[config.mk]
export PLATFORM = sky130hd
export DESIGN_NAME = mem_test_sequencer
export DESIGN_NICKNAME = d
export VERILOG_FILES = /design/src/rtl/mem_test_sequencer.sv
export SDC_FILE = /design/constraint.sdc
export NUM_CORES = 1
export LEC_CHECK = 0
export BUFFER_PORTS_ARGS = -buffer_cell sky130_fd_sc_hd__buf_2
export CAP_MARGIN = 20
export CORE_MARGIN = 2
export CORE_UTILIZATION = 45
export DETAILED_ROUTE_END_ITERATION = 8
export GPL_TIMING_DRIVEN = 0
export MAX_ROUTING_LAYER = met4
export PLACE_DENSITY = 0.71
export REMOVE_ABC_BUFFERS = 1
export SYNTH_ARGS = -nofsm -noshare
export SYNTH_HDL_FRONTEND = slang
export SYNTH_SLANG_ARGS = --single-unit
export TNS_END_PERCENT = 1
[constraint.sdc]
create_clock -name ap_clk -period 12.53 [get_ports ap_clk]
set_clock_uncertainty 0.15 [all_clocks]
set_input_delay 1.253 -clock ap_clk [delete_from_list [all_inputs] [get_ports ap_clk]]
set_output_delay 1.253 -clock ap_clk [all_outputs]
set_load 0.005 [all_outputs]
[src/rtl/mem_test_sequencer.sv]
// Launches a kernel num_runs times over a strided series of buffers, timing each
// run and flagging a run that exceeds C_TIMEOUT cycles without finishing.
module mem_test_sequencer #(
  parameter int unsigned C_RUN_CNT_WIDTH = 16,
  parameter int unsigned C_CYC_CNT_WIDTH = 48,
  parameter int unsigned C_TIMEOUT       = 2**24
) (
  input  logic                       ap_clk,
  input  logic                       ap_rst_n,
  input  logic                       start,
  input  logic                       abort,
  input  logic [C_RUN_CNT_WIDTH-1:0] num_runs,
  input  logic [63:0]                base_addr,
  input  logic [63:0]                run_stride,
  input  logic [31:0]                addr_increment_in,
  input  logic [31:0]                mem_max_addr_in,
  output logic                       busy,
  output logic                       done,
  output logic                       error,
  output logic [C_RUN_CNT_WIDTH-1:0] runs_done,
  output logic [C_CYC_CNT_WIDTH-1:0] last_run_cycles,
  output logic [C_CYC_CNT_WIDTH-1:0] total_cycles,
  output logic                       k_ap_start,
  input  logic                       k_ap_done,
  input  logic                       k_ap_idle,
  output logic [63:0]                k_out_data,
  output logic [31:0]                k_addr_increment,
  output logic [31:0]                k_mem_max_addr
);

  localparam logic [C_CYC_CNT_WIDTH-1:0] TIMEOUT_CNT = C_CYC_CNT_WIDTH'(C_TIMEOUT);

  typedef enum logic [1:0] {IDLE, RUN, GAP, FIN} state_e;

  logic [1:0] rst_sync_q;
  logic       rst_n;
  logic       unused_idle;

  state_e                     state_q, state_d;
  logic                       start_prev_q, start_prev_d;
  logic                       abort_pend_q, abort_pend_d;
  logic [C_RUN_CNT_WIDTH-1:0] num_runs_q, num_runs_d;
  logic [63:0]                stride_q, stride_d;
  logic                       busy_q, busy_d;
  logic                       done_q, done_d;
  logic                       error_q, error_d;
  logic [C_RUN_CNT_WIDTH-1:0] runs_done_q, runs_done_d;
  logic [C_CYC_CNT_WIDTH-1:0] last_q, last_d;
  logic [C_CYC_CNT_WIDTH-1:0] total_q, total_d;
  logic [C_CYC_CNT_WIDTH-1:0] run_cnt_q, run_cnt_d;
  logic                       kstart_q, kstart_d;
  logic [63:0]                kdata_q, kdata_d;
  logic [31:0]                kinc_q, kinc_d;
  logic [31:0]                kmax_q, kmax_d;

  logic                       start_edge;
  logic [C_CYC_CNT_WIDTH:0]   total_sum;
  logic [C_CYC_CNT_WIDTH-1:0] total_sat;
  logic [C_CYC_CNT_WIDTH-1:0] run_cnt_inc;

  assign unused_idle = k_ap_idle;

  // Assertion is immediate; release reaches the core two clocks later.
  always_ff @(posedge ap_clk or negedge ap_rst_n) begin
    if (!ap_rst_n) rst_sync_q <= '0;
    else           rst_sync_q <= {rst_sync_q[0], 1'b1};
  end
  assign rst_n = rst_sync_q[1];

  assign start_edge  = start & ~start_prev_q;
  assign total_sum   = {1'b0, total_q} + {1'b0, run_cnt_q};
  assign total_sat   = total_sum[C_CYC_CNT_WIDTH] ? '1 : total_sum[C_CYC_CNT_WIDTH-1:0];
  assign run_cnt_inc = (&run_cnt_q) ? run_cnt_q : run_cnt_q + 1'b1;

  always_comb begin
    state_d      = state_q;
    start_prev_d = start;
    abort_pend_d = abort_pend_q;
    num_runs_d   = num_runs_q;
    stride_d     = stride_q;
    busy_d       = busy_q;
    done_d       = 1'b0;
    error_d      = error_q;
    runs_done_d  = runs_done_q;
    last_d       = last_q;
    total_d      = total_q;
    run_cnt_d    = run_cnt_q;
    kstart_d     = kstart_q;
    kdata_d      = kdata_q;
    kinc_d       = kinc_q;
    kmax_d       = kmax_q;

    unique case (state_q)
      IDLE: begin
        busy_d   = 1'b0;
        kstart_d = 1'b0;
        if (start_edge) begin
          num_runs_d   = num_runs;
          stride_d     = run_stride;
          kinc_d       = addr_increment_in;
          kmax_d       = mem_max_addr_in;
          runs_done_d  = '0;
          last_d       = '0;
          total_d      = '0;
          error_d      = 1'b0;
          abort_pend_d = 1'b0;
          busy_d       = 1'b1;
          if (num_runs == '0) begin
            state_d = FIN;
          end else begin
            state_d   = RUN;
            kstart_d  = 1'b1;
            kdata_d   = base_addr;
            run_cnt_d = C_CYC_CNT_WIDTH'(1);
          end
        end
      end

      RUN: begin
        // A short abort pulse must still stop the sequence at the next gap.
        if (abort) abort_pend_d = 1'b1;
        if (k_ap_done) begin
          state_d     = GAP;
          kstart_d    = 1'b0;
          runs_done_d = runs_done_q + 1'b1;
          last_d      = run_cnt_q;
          total_d     = total_sat;
        end else if (run_cnt_q >= TIMEOUT_CNT) begin
          state_d  = FIN;
          kstart_d = 1'b0;
          error_d  = 1'b1;
        end else begin
          run_cnt_d = run_cnt_inc;
        end
      end

      GAP: begin
        if (runs_done_q == num_runs_q || abort || abort_pend_q) begin
          state_d = FIN;
        end else begin
          state_d   = RUN;
          kstart_d  = 1'b1;
          kdata_d   = kdata_q + stride_q;
          run_cnt_d = C_CYC_CNT_WIDTH'(1);
        end
      end

      FIN: begin
        done_d  = 1'b1;
        state_d = IDLE;
      end

      default: state_d = IDLE;
    endcase
  end

  // start_prev resets high so a start held through reset is not an edge.
  always_ff @(posedge ap_clk or negedge rst_n) begin
    if (!rst_n) begin
      state_q      <= IDLE;
      start_prev_q <= 1'b1;
      abort_pend_q <= 1'b0;
      num_runs_q   <= '0;
      stride_q     <= '0;
      busy_q       <= 1'b0;
      done_q       <= 1'b0;
      error_q      <= 1'b0;
      runs_done_q  <= '0;
      last_q       <= '0;
      total_q      <= '0;
      run_cnt_q    <= '0;
      kstart_q     <= 1'b0;
      kdata_q      <= '0;
      kinc_q       <= '0;
      kmax_q       <= '0;
    end else begin
      state_q      <= state_d;
      start_prev_q <= start_prev_d;
      abort_pend_q <= abort_pend_d;
      num_runs_q   <= num_runs_d;
      stride_q     <= stride_d;
      busy_q       <= busy_d;
      done_q       <= done_d;
      error_q      <= error_d;
      runs_done_q  <= runs_done_d;
      last_q       <= last_d;
      total_q      <= total_d;
      run_cnt_q    <= run_cnt_d;
      kstart_q     <= kstart_d;
      kdata_q      <= kdata_d;
      kinc_q       <= kinc_d;
      kmax_q       <= kmax_d;
    end
  end

  assign busy             = busy_q;
  assign done             = done_q;
  assign error            = error_q;
  assign runs_done        = runs_done_q;
  assign last_run_cycles  = last_q;
  assign total_cycles     = total_q;
  assign k_ap_start       = kstart_q;
  assign k_out_data       = kdata_q;
  assign k_addr_increment = kinc_q;
  assign k_mem_max_addr   = kmax_q;

endmodule

Word level (Yosys, flattened, before mapping):

Cells that the tools add are included.

* eq/ne operators: 14
* add/subtract/negate cells: 4
* reduce and logical (&&, ||, !) cells: 16
* magnitude comparators: 1
* mux-type cells: 40
* bitwise gates (word level): 2

Operator list (number)
* 2-to-1 mux 48 bit: 10
* 2-to-1 mux 64 bit: 3
* one-hot mux 48 bit (2 select lines): 2
* one-hot mux 48 bit (3 select lines): 1
* one-hot mux 64 bit (2 select lines): 1
* adder 64 bit: 1
* adder 48 x 48 -> 49 bit: 1
* adder 48 x 1 -> 48 bit (second input constant): 1
* >= comparator 48 x 25 -> 1 bit (second input constant): 1
* AND reduction 48 bit: 1
* 2-to-1 mux 16 bit: 2
* one-hot mux 16 bit (2 select lines): 1
* != test 2 bit (second input constant): 9
* adder 16 x 1 -> 16 bit (second input constant): 1
* == test 16 bit: 1
* logical NOT 16 bit: 1
* 2-to-1 mux 1 bit: 11
* 2-to-1 mux 2 bit: 5
* AND reduction 3 bit: 3
* one-hot mux 2 bit (4 select lines): 1
* AND reduction 4 bit: 2
* AND reduction 7 bit: 1
* == test 2 bit (second input constant): 2
* one-hot mux 1 bit (2 select lines): 2
* 10 further kinds: 13

* flip-flop bits (word level): 378
* logic and storage cells: 94
* input bits: 214
* output and inout bits: 244

Logic depth before layout (Yosys ltp):

Gate-level depths: netlist (run 1).

* depth in word-level cells: 5
* mapped depth: 13
* depth with buffers taken out: 12

Least setup slack after synthesis (run 1):

OpenSTA, ideal clock, no wires.

* path type: input port to flip-flop
* start: in start
* end: reg run_cnt_q[47]
* data required time: 12.308 ns
* stages on the path: 10
* path buffers: 0
* arrival time: 3.135 ns
* setup slack: 9.172 ns
* path through: nand2b_1 a41oi_1 nor2b_1 nor2_1 nand3b_1 or4_1 or2_1 nor3_2 a41oi_1 nor2_1

* cells in the longest elaborated chain, start to end: 3

Ends and longest elaborated chain
* from (decl): line 10 `input logic start,`
* bitwise AND 1 bit: line 70 `assign start_edge = start & ~start_prev_q;`
* != test 2 bit (no source line)
* AND reduction 7 bit (no source line)
* to (signal assigned): line 188 `run_cnt_q <= run_cnt_d;`
* to (decl): line 50 `logic [C_CYC_CNT_WIDTH-1:0] run_cnt_q, run_cnt_d;`

No other way between the ends.
A chain may end at the register's enable or synchronous reset.

Worst setup path in the final report (run 1):

* start: reg state_q[0]
* end: reg run_cnt_q[17]

* cells in the longest elaborated chain, start to end: 3

Ends and longest elaborated chain
* from (decl): line 39 `state_e state_q, state_d;`
* from (signal assigned): line 177 `state_q <= state_d;`
* == test 2 bit, or another cell as far along: line 93 `unique case (state_q)`
* != test 2 bit (no source line) or nonzero test 3 bit (tied branches)
* AND reduction 7 bit (no source line)

Several ways; a longest one is shown, not always the timed one.

==> impl_metrics.yaml, run 1 <==
worst_setup_path:
  r2r_slack_ps: 8570
  cp-end-kind: "register"
  required_ps: 12810
  cpMaxStageDelayCell: "clkinv_1"
  cp-start-kind: "register"
  cpLargestDelayFamily: "compound AO/OA/AOI/OAI gates"
  path_cells: "inv_1 > ha_4 > clkinv_1 > a21oi_1 > nand2b_1 > a211o_1 > nor3_1 > nand4_1 > xor2_1 > nor2_1"
  path_class: "reg2reg"
  cp_max_fo: 20
  path_buf_inv: 2
  arrival_ps: 4240
  slowest_delay_ps: 750
routing:
  post_drt_wl_per_cell_um: 19.96
  wl_met2_um: 31750
  drt_iter0_drc: 1295
  drc: 0
  via_count: 18580
  ant_nets: 0
  wl_met3_um: 4147
  routed.top_layer: "met4"
  drt-met1-wl_um: 26920
  routed_wirelength_um: 64580
  firstDrtPassIters: 5
  detail_route.vias_per_cell: 5.743
logic_synthesis:
  synth_edf_count: 0
  synth_seq_cells: 378
  ys_types: 80
  synth_top_cell_by_area: "dfrtp_1"
  avgSynthCellArea_um2: 9.935
  synth-warning-count: 0
  synth_top_cell_area_share_pct: 43.66
  synth_seq_area_share_pct: 43.78
  async_flop_share_pct: 100.0
  ys.flop_type: "dfrtp_1"
  syn_area_um2: 21610
  netlist_top_cells_area: "dfrtp_1 (44%), mux2_2 (7.6%), ha_1 (6.8%)"
  synth_cells: 2175
floorplanning:
  die_w_um: 223.1
  std_cell_rows: 80
  die_area_um2: 49790
  die_h_um: 223.1
  io_pins: 458
  core_area_um2: 47550
  start_util_pct: 45.45
clocking:
  htreeDepth: 2
  cts_buffer_depth: 3
  clkSlewWorstSetupHoldPaths_ps: 60
  worstSkewPairLatency_ps: 570
  cts_root_buffer: "clkbuf_16"
  postCtsHoldBufs: 0
  ctsResizeCount: 0
  cts_tree: "built"
  cts_sinks: 378
  numCtsBuffers: 43
  postCtsSetupBuffers: 0
sta:
  slew_viol_final: 0
  finalCriticalPeriod_ps: 3961
  clock.fmax_mhz: 252.5
  finalCritPeriodShare_pct: 31.61
  worst_pin_slew_ps: 971.9
  hold_viol: 0
  setup_viol: 0
  rsz0062_at_grt: "no"
  fin_ws_ps: 8569
  slew_headroom_pct: 35.21
  whs_ps: 211.9
worst_hold_path:
  hold_class: "reg2reg"
finish:
  fin_area_um2: 26260
  areaGrowthSynthToFinish_pct: 21.52
  nFillCells: 4195
  final_util_pct: 55.23
  layout-drive-gt1-share_pct: 27.88
  layout.cells.non_filler: 3235
  layout_common_cells: "buf_2 (456), dfrtp_1 (376), a21oi_1 (210), nand2_1 (177), mux2_2 (146)"
  nNetsFinal: 2911
  multi_input_area_um2: 11580
  final_common_cell: "buf_2"
  regArea_um2: 9464
flow_run:
  cap_violations: 0
placement:
  place_ws_ps: 8145
  dp.cells: 3145
  port_buffers: 456
  place_area_um2: 24680
  dpl.hpwl_um: 49180
  gp_congestion: 0.9945
grt:
  grt_pass1_wl_um: 102100
  antenna_found_initial: 9
  grt_pass1_vias: 18690
  gr-total-overflow: 0
  grt.total_usage_pct: 26.23
  grt_max_degree: 79
run_status:
  status: "completed"
pwr:
  irDropWorstVdd_uv: 125.5
  leakagePower_nw: 12.64
  cellPowerDensity_nw_per_um2: 260.5
worst paths after layout:
| path | from | to | depth (start not counted) |
|---|---|---|---|
| min in group asynchronous | rst_sync_q[1] | k_out_data[19] | 0 |
| worst max-delay path | state_q[0] | run_cnt_q[17] | 10 |
| worst max register to register | state_q[0] | run_cnt_q[17] | 10 |
| worst min register to register | rst_sync_q[0] | rst_sync_q[1] | 0 |
| max in group asynchronous | rst_sync_q[1] | run_cnt_q[44] | 2 |
| worst min-delay path | rst_sync_q[0] | rst_sync_q[1] | 0 |
synthesized netlist by cell type, types with 34 or more instances:
cell type    n
dfrtp_1    377
a21oi_1    211
nand2_1    177
mux2_2     146
o21ai_0    130
nor2_1     125
ha_1       118
clkbuf_1    98
xor2_1      83
xnor2_1     63
a31oi_1     58
a21o_1      50
a22o_1      47
nand4_1     47
nand3_1     41
mux2i_1     38
inv_1       34
layout make-up:
cell class                      instances  share of cell area [%]
Inverter                               35                  0.5003
Clock buffer                           56                   4.589
Multi-Input combinational cell       1640                   44.11
Sequential cell                       378                   36.04
Clock inverter                         20                   1.220
Antenna cell                           12                  0.1144
Tap cell                              615                   2.930
Timing Repair Buffer                  479                   10.50
cell families (layout without fill, tap and decap cells):
| kind of cell | count (synthesis) | after routing | synth area share [%] |
|---|---|---|---|
| muxes | 184 | 184 | 9.368 |
| buffers and inverters | 157 | 590 | 2.825 |
| xor gates and xnor gates | 146 | 146 | 5.917 |
| adders and majority gates | 120 | 120 | 7.018 |
| DFF | 378 | 378 | 43.78 |
| and+or+nand+nor | 544 | 544 | 12.08 |
| other | 1 | 13 | 0.01735 |
| AOI/OAI and AO/OA | 645 | 645 | 19.00 |
layer usage:
layer / track usage [%] / vias to the layer above
met3: 4.372 / 119
met4: 8.552 / 0
met1: 32.50 / 9080
met2: 43.79 / 601
li1: - / 8780
met5: - / -
report_power, final:
group	total (mW)	leakage, nW	internal (mW)	switching (mW)
Sequential	2.00	4.76	1.66	0.343
Combinational	3.47	7.13	1.49	1.98
Clock	1.37	0.747	0.843	0.523
flip-flops by register name (all words and copies together) (netlist names):
| signal | count |
|---|---|
| k_ap_start | 1 |
| last_run_cycles | 48 |
| stride_q | 64 |
| done | 1 |
| error | 1 |
| k_mem_max_addr | 32 |
| start_prev_q | 1 |
| runs_done | 16 |
| rst_sync_q | 2 |
| k_addr_increment | 32 |
| run_cnt_q | 48 |
| total_cycles | 48 |
| num_runs_q | 16 |
| busy | 1 |
| k_out_data | 64 |
| state_q | 2 |
| abort_pend_q | 1 |
worst register-to-register path, stage by stage, from the launching register on:
cell      delay (ps)
dfrtp_1          440
inv_1            150
ha_4             420
clkinv_1         750
a21oi_1          750
nand2b_1         290
a211o_1          360
nor3_1           180
nand4_1          140
xor2_1           160
nor2_1            50
per-stage QoR:
stage | total power, mW | setup TNS (ps)
2_1_floorplan | 4.328 | 0
3_3_place_gp | 5.340 | -1139990
3_5_place_dp | 5.452 | 0
4_1_cts | 6.845 | 0
5_1_grt | 7.325 | 0
6_report | 6.841 | 0
(Power assumes the default switching activity.)
==> run 2, diff against run 1 <==
clock period = 4.1 ns   (was 12.53 ns; I/O delays follow)
==> run 2 against run 1 <==
  * Utilization increased by 3.6 points
  * Die area unchanged
  * Clock power increased to 3.1 times the previous value
  * Worst setup slack got worse by 8300 ps
  * Wire length increased by 7.6%
  * Critical path type unchanged
  * Critical endpoint is now total_cycles[42]
  * Largest cell class unchanged
==> impl_metrics.yaml, run 2 (synthesized netlist as in run 1, its figures left out) <==
clocking:
  htreeDepth: 2
  cts_buffer_depth: 3
  clkSlewWorstSetupHoldPaths_ps: 60
  worstSkewPairLatency_ps: 570
  cts_root_buffer: "clkbuf_16"
  cts_tree: "built"
  cts_sinks: 378
  postCtsSetupBuffers: 0
  numCtsBuffers: 43
sta:
  clock.fmax_mhz: 259.1
  finalCritPeriodShare_pct: 94.14
  worst_pin_slew_ps: 996.7
  fin_setup_tns_ps: 0
  finalCriticalPeriod_ps: 3860
  setup_viol: 0
  rsz0062_at_grt: "no"
  slew_headroom_pct: 33.55
  slew_viol_final: 0
  hold_viol: 0
  whs_ps: 21.11
placement:
  dpl.hpwl_um: 49180
  gp_congestion: 0.9945
  port_buffers: 456
finish:
  regArea_um2: 9464
  nNetsFinal: 3082
  multi_input_area_um2: 11610
  final_util_pct: 58.84
  nFillCells: 3904
  final_common_cell: "buf_2"
  layout-drive-gt1-share_pct: 26.30
  layout_common_cells: "buf_2 (456), dfrtp_1 (376), a21oi_1 (209), nand2_1 (177), dlygate4sd3_1 (171)"
  areaGrowthSynthToFinish_pct: 29.46
routing:
  drc: 0
  post_drt_wl_per_cell_um: 20.43
  via_count: 19540
  firstDrtPassIters: 5
  ant_nets: 0
  detail_route.vias_per_cell: 5.744
  routed_wirelength_um: 69510
  drt_iter0_drc: 1277
grt:
  gr-total-overflow: 0
  grt.total_usage_pct: 27.99
  grt_pass1_vias: 19960
  grt_pass1_wl_um: 108700
  grt_max_degree: 79
  antenna_found_initial: 9
worst_setup_path:
  r2r-start: "run_cnt_q[0]"
  cp-end-kind: "register"
  path_cells: "ha_1 > fa_1 > a21o_1 > a21oi_1 > o21bai_1 > a21o_1 > nand4_1 > a21oi_1 > o21ai_2 > a31o_4 > nor2_1 > a221o_1"
  path_class: "reg2reg"
  cp_max_fo: 23
  cpMaxStageDelayCell: "dfrtp_1"
  required_ps: 4390
  arrival_ps: 4150
  slowest_delay_ps: 450
  cp-start-kind: "register"
  startpoint: "run_cnt_q[0]"
worst_hold_path:
  hold_class: "in2reg"
  hold_start: "base_addr[21]"
floorplanning:
  std_cell_rows: 80
  die_w_um: 223.1
  io_pins: 458
  core_area_um2: 47550
  die_h_um: 223.1
  die_area_um2: 49790
  start_util_pct: 45.45
run_status:
  status: "completed"
pwr:
  cellPowerDensity_nw_per_um2: 758.7
  irDropWorstVdd_uv: 384.1
  leakagePower_nw: 13.34
  report.power.total_mw: 21.22
flow_run:
  cap_violations: 0
-- run 2: area by class of cell --
type | count | area share, %
Inverter | 35 | 0.4830
Clock buffer | 56 | 4.307
Antenna cell | 8 | 0.07156
Timing Repair Buffer | 649 | 15.90
Clock inverter | 20 | 1.145
Tap cell | 615 | 2.751
Multi-Input combinational cell | 1641 | 41.51
Sequential cell | 378 | 33.83
-- run 2: worst max-delay path, delay by kind of cell (launching register included) --
kind / cells / cell delay [ps]
AO/OA/AOI/OAI: 8 / 2090
adder cells (fa/ha/maj): 2 / 670
flip-flops: 1 / 450
AND/OR/NAND/NOR: 2 / 360
-- run 2: path summary, 6_finish.rpt --
| path | end | slack (ps) | cells after the start |
|---|---|---|---|
| setup / recovery | total_cycles[42] | 240 | 12 |
| min in group asynchronous | stride_q[17] | 260 | 0 |
| hold reg to reg | rst_sync_q[1] | 210 | 0 |
| max in group asynchronous | run_cnt_q[44] | 2340 | 2 |
| hold / removal | k_out_data[21] | 20 | 3 |
| setup reg to reg | total_cycles[42] | 240 | 12 |
-- run 2: through the flow --
| step | worst slack [ps] | instances | area [um2] |
|---|---|---|---|
| final | 240.2 | 3402 | 27980 |
| after global routing | 33.93 | 3402 | 27980 |
| after CTS | 37.34 | 3392 | 27920 |
| after detailed placement | -284.9 | 3145 | 24680 |
| after global placement | -11510 | 3124 | 24180 |
| after floorplan | -7364 | 2053 | 21130 |
-- run 2: power breakdown --
group / total [mW] / leakage, nW / switching, mW / internal (mW)
clock network: 4.18 / 0.747 / 1.61 / 2.58
logic: 10.9 / 7.83 / 6.20 / 4.67
registers: 6.17 / 4.76 / 1.09 / 5.08
-- run 2: per-layer routing --
layer	share of wire, %	vias to the layer above	GRT usage, %
met5	0	-	-
met4	3.9	0	10.67
met3	6.1	168	4.491
met2	49	718	47.10
met1	41	9553	33.89
li1	-	9103	-
-- run 2: what timing repair did --
action                     4_1_cts  5_1_grt
pin swaps                        0        1
hold endpoints to repair       171        0
hold buffers                   171        0
gates resized for setup          1        6
setup endpoints to repair        5       30
gates cloned                     0        1
==> run 3, diff against run 2 <==
CELL_PAD_IN_SITES_DETAIL_PLACEMENT = 1   (was default)
CELL_PAD_IN_SITES_GLOBAL_PLACEMENT = 1   (was default)
CORE_UTILIZATION = 43   (was 45)
PLACE_DENSITY = 0.85   (was 0.71)
==> run 3 against run 2 <==
  * Power is 6.6% higher
  * Die area is 4.6% higher
  * Non-clock buffer count is 4 higher
  * Highest routed layer unchanged
  * Critical path type unchanged
  * Critical endpoint is now k_out_data[63]
  * Largest power group unchanged
  * Final cell count is 2.0% higher
  * Sequential power is 3.6% higher
  * Clock-buffer cell count is 5 higher
  * Utilization is 2.3 points lower
  * Critical path depth is 2 lower
  * Via count is 9.1% higher
==> impl_metrics.yaml, run 3 (synthesized netlist as in run 1, its figures left out) <==
sta:
  clock.fmax_mhz: 245.8
  whs_ps: 12.49
  slew_viol_final: 0
  setup_viol: 0
  worst_pin_slew_ps: 1017
  finalCriticalPeriod_ps: 4069
  slew_headroom_pct: 32.19
  finalCritPeriodShare_pct: 99.25
  hold_viol: 0
placement:
  port_buffers: 456
  dpl.hpwl_um: 56220
  gp_congestion: 0.9317
routing:
  drt_iter0_drc: 1851
  routed_wirelength_um: 90630
  drc: 0
  firstDrtPassIters: 6
  ant_nets: 0
  detail_route.vias_per_cell: 6.144
  via_count: 21320
  post_drt_wl_per_cell_um: 26.12
clocking:
  clkSlewWorstSetupHoldPaths_ps: 60
  cts_root_buffer: "clkbuf_16"
  postCtsSetupBuffers: 0
  cts_buffer_depth: 3
  worstSkewPairLatency_ps: 580
  numCtsBuffers: 44
  cts_tree: "built"
  htreeDepth: 2
  cts_sinks: 378
worst_setup_path:
  cpMaxStageDelayCell: "nor3b_1"
  cp_max_fo: 7
  startpoint: "k_out_data[18]"
  cpLargestDelayFamily: "compound AO/OA/AOI/OAI gates"
  cp_num_cells: 10
  required_ps: 4450
  cp-start-kind: "register"
  r2r_slack_ps: 30
  path_class: "reg2reg"
  r2r_cells: 10
  r2r-end: "k_out_data[63]"
  path_cells: "ha_1 > a21oi_1 > o21ai_0 > a211oi_1 > nor3b_1 > o31a_2 > a21oi_1 > or4b_1 > a311o_1 > nand3_1"
  slowest_delay_ps: 590
  arrival_ps: 4420
  r2r-start: "k_out_data[18]"
  cp_common_cell: "a21oi_1"
  path_buf_inv: 0
  cp-end-kind: "register"
floorplanning:
  die_w_um: 228.2
  die_area_um2: 52060
  die_h_um: 228.2
  std_cell_rows: 82
  io_pins: 458
  core_area_um2: 49860
  start_util_pct: 43.34
grt:
  antenna_found_initial: 9
  grt.total_usage_pct: 35.33
  grt_pass1_vias: 23150
  grt_max_degree: 80
  grt_pass1_wl_um: 140500
  gr-total-overflow: 0
finish:
  layout-drive-gt1-share_pct: 26.59
  areaGrowthSynthToFinish_pct: 30.39
  multi_input_area_um2: 11640
  final_common_cell: "buf_2"
  nNetsFinal: 3087
  nFillCells: 5573
  final_util_pct: 56.51
  layout_common_cells: "buf_2 (456), dfrtp_1 (376), a21oi_1 (207), nand2_1 (177), dlygate4sd3_1 (173)"
  regArea_um2: 9464
run_status:
  status: "completed"
pwr:
  leakagePower_nw: 13.40
  cellPowerDensity_nw_per_um2: 802.7
  irDropWorstVdd_uv: 471.3
worst_hold_path:
  min_to: "k_out_data[32]"
  hold_start: "base_addr[32]"
  whs_path_depth: 3
  hold_class: "in2reg"
flow_run:
  cap_violations: 0
-- run 3: layer usage --
metal	GRT usage, %	wire length [um]
met2	60.33	45330
met3	5.675	5903
met1	39.77	33900
met5	-	0
met4	19.00	5486
-- run 3: report_power, final --
group	total (mW)	switching (mW)	internal, mW
Sequential	6.39	1.31	5.07
Clock	4.30	1.78	2.52
Combinational	11.9	7.20	4.73
-- run 3: worst max path at each step --
stage / to / slack, ps
after CTS: total_cycles[34] / 8
after global placement: stride_q[19] / -11590
after floorplan: abort_pend_q / -7360
after global routing: total_cycles[41] / -0.5
after detailed placement: total_cycles[45] / -350
final: k_out_data[63] / 30
-- run 3: area by class of cell --
cell class                 instances  share of cell area (%)
timing repair buffer             653                   16.08
sequential                       378                   33.59
tap                              672                   2.984
clock inverter                    19                  0.8837
inverter                          35                  0.4796
multi-input combinational       1641                   41.33
antenna                           10                 0.08881
clock buffer                      61                   4.565
-- run 3: per-stage QoR --
stage               cells  setup TNS [ps]  setup slack [ps]  area (um2)  power [mW]
global placement     3181        -6293590            -11590       24250       16.39
global route         3468         -0.4694           -0.4694       28170       23.78
CTS                  3459               0             7.832       28110       21.62
detailed placement   3205           -1464            -351.7       24820       17.10
finish               3469               0             30.94       28180       22.62
floorplan            2053        -3539010             -7364       21130       13.23
-- run 3: what timing repair did --
action | 4_1_cts | 5_1_grt
pin swaps | 1 | 2
endpoints found under the hold margin | 173 | 0
gates cloned | 1 | 0
hold buffers | 173 | 0
resized for setup | 3 | 12
endpoints found under the setup margin | 50 | 47
-- run 3: worst min-delay path: stages --
cell and delay [ps]:
buf_2 80, a21oi_1 70, a2bb2oi_1 130
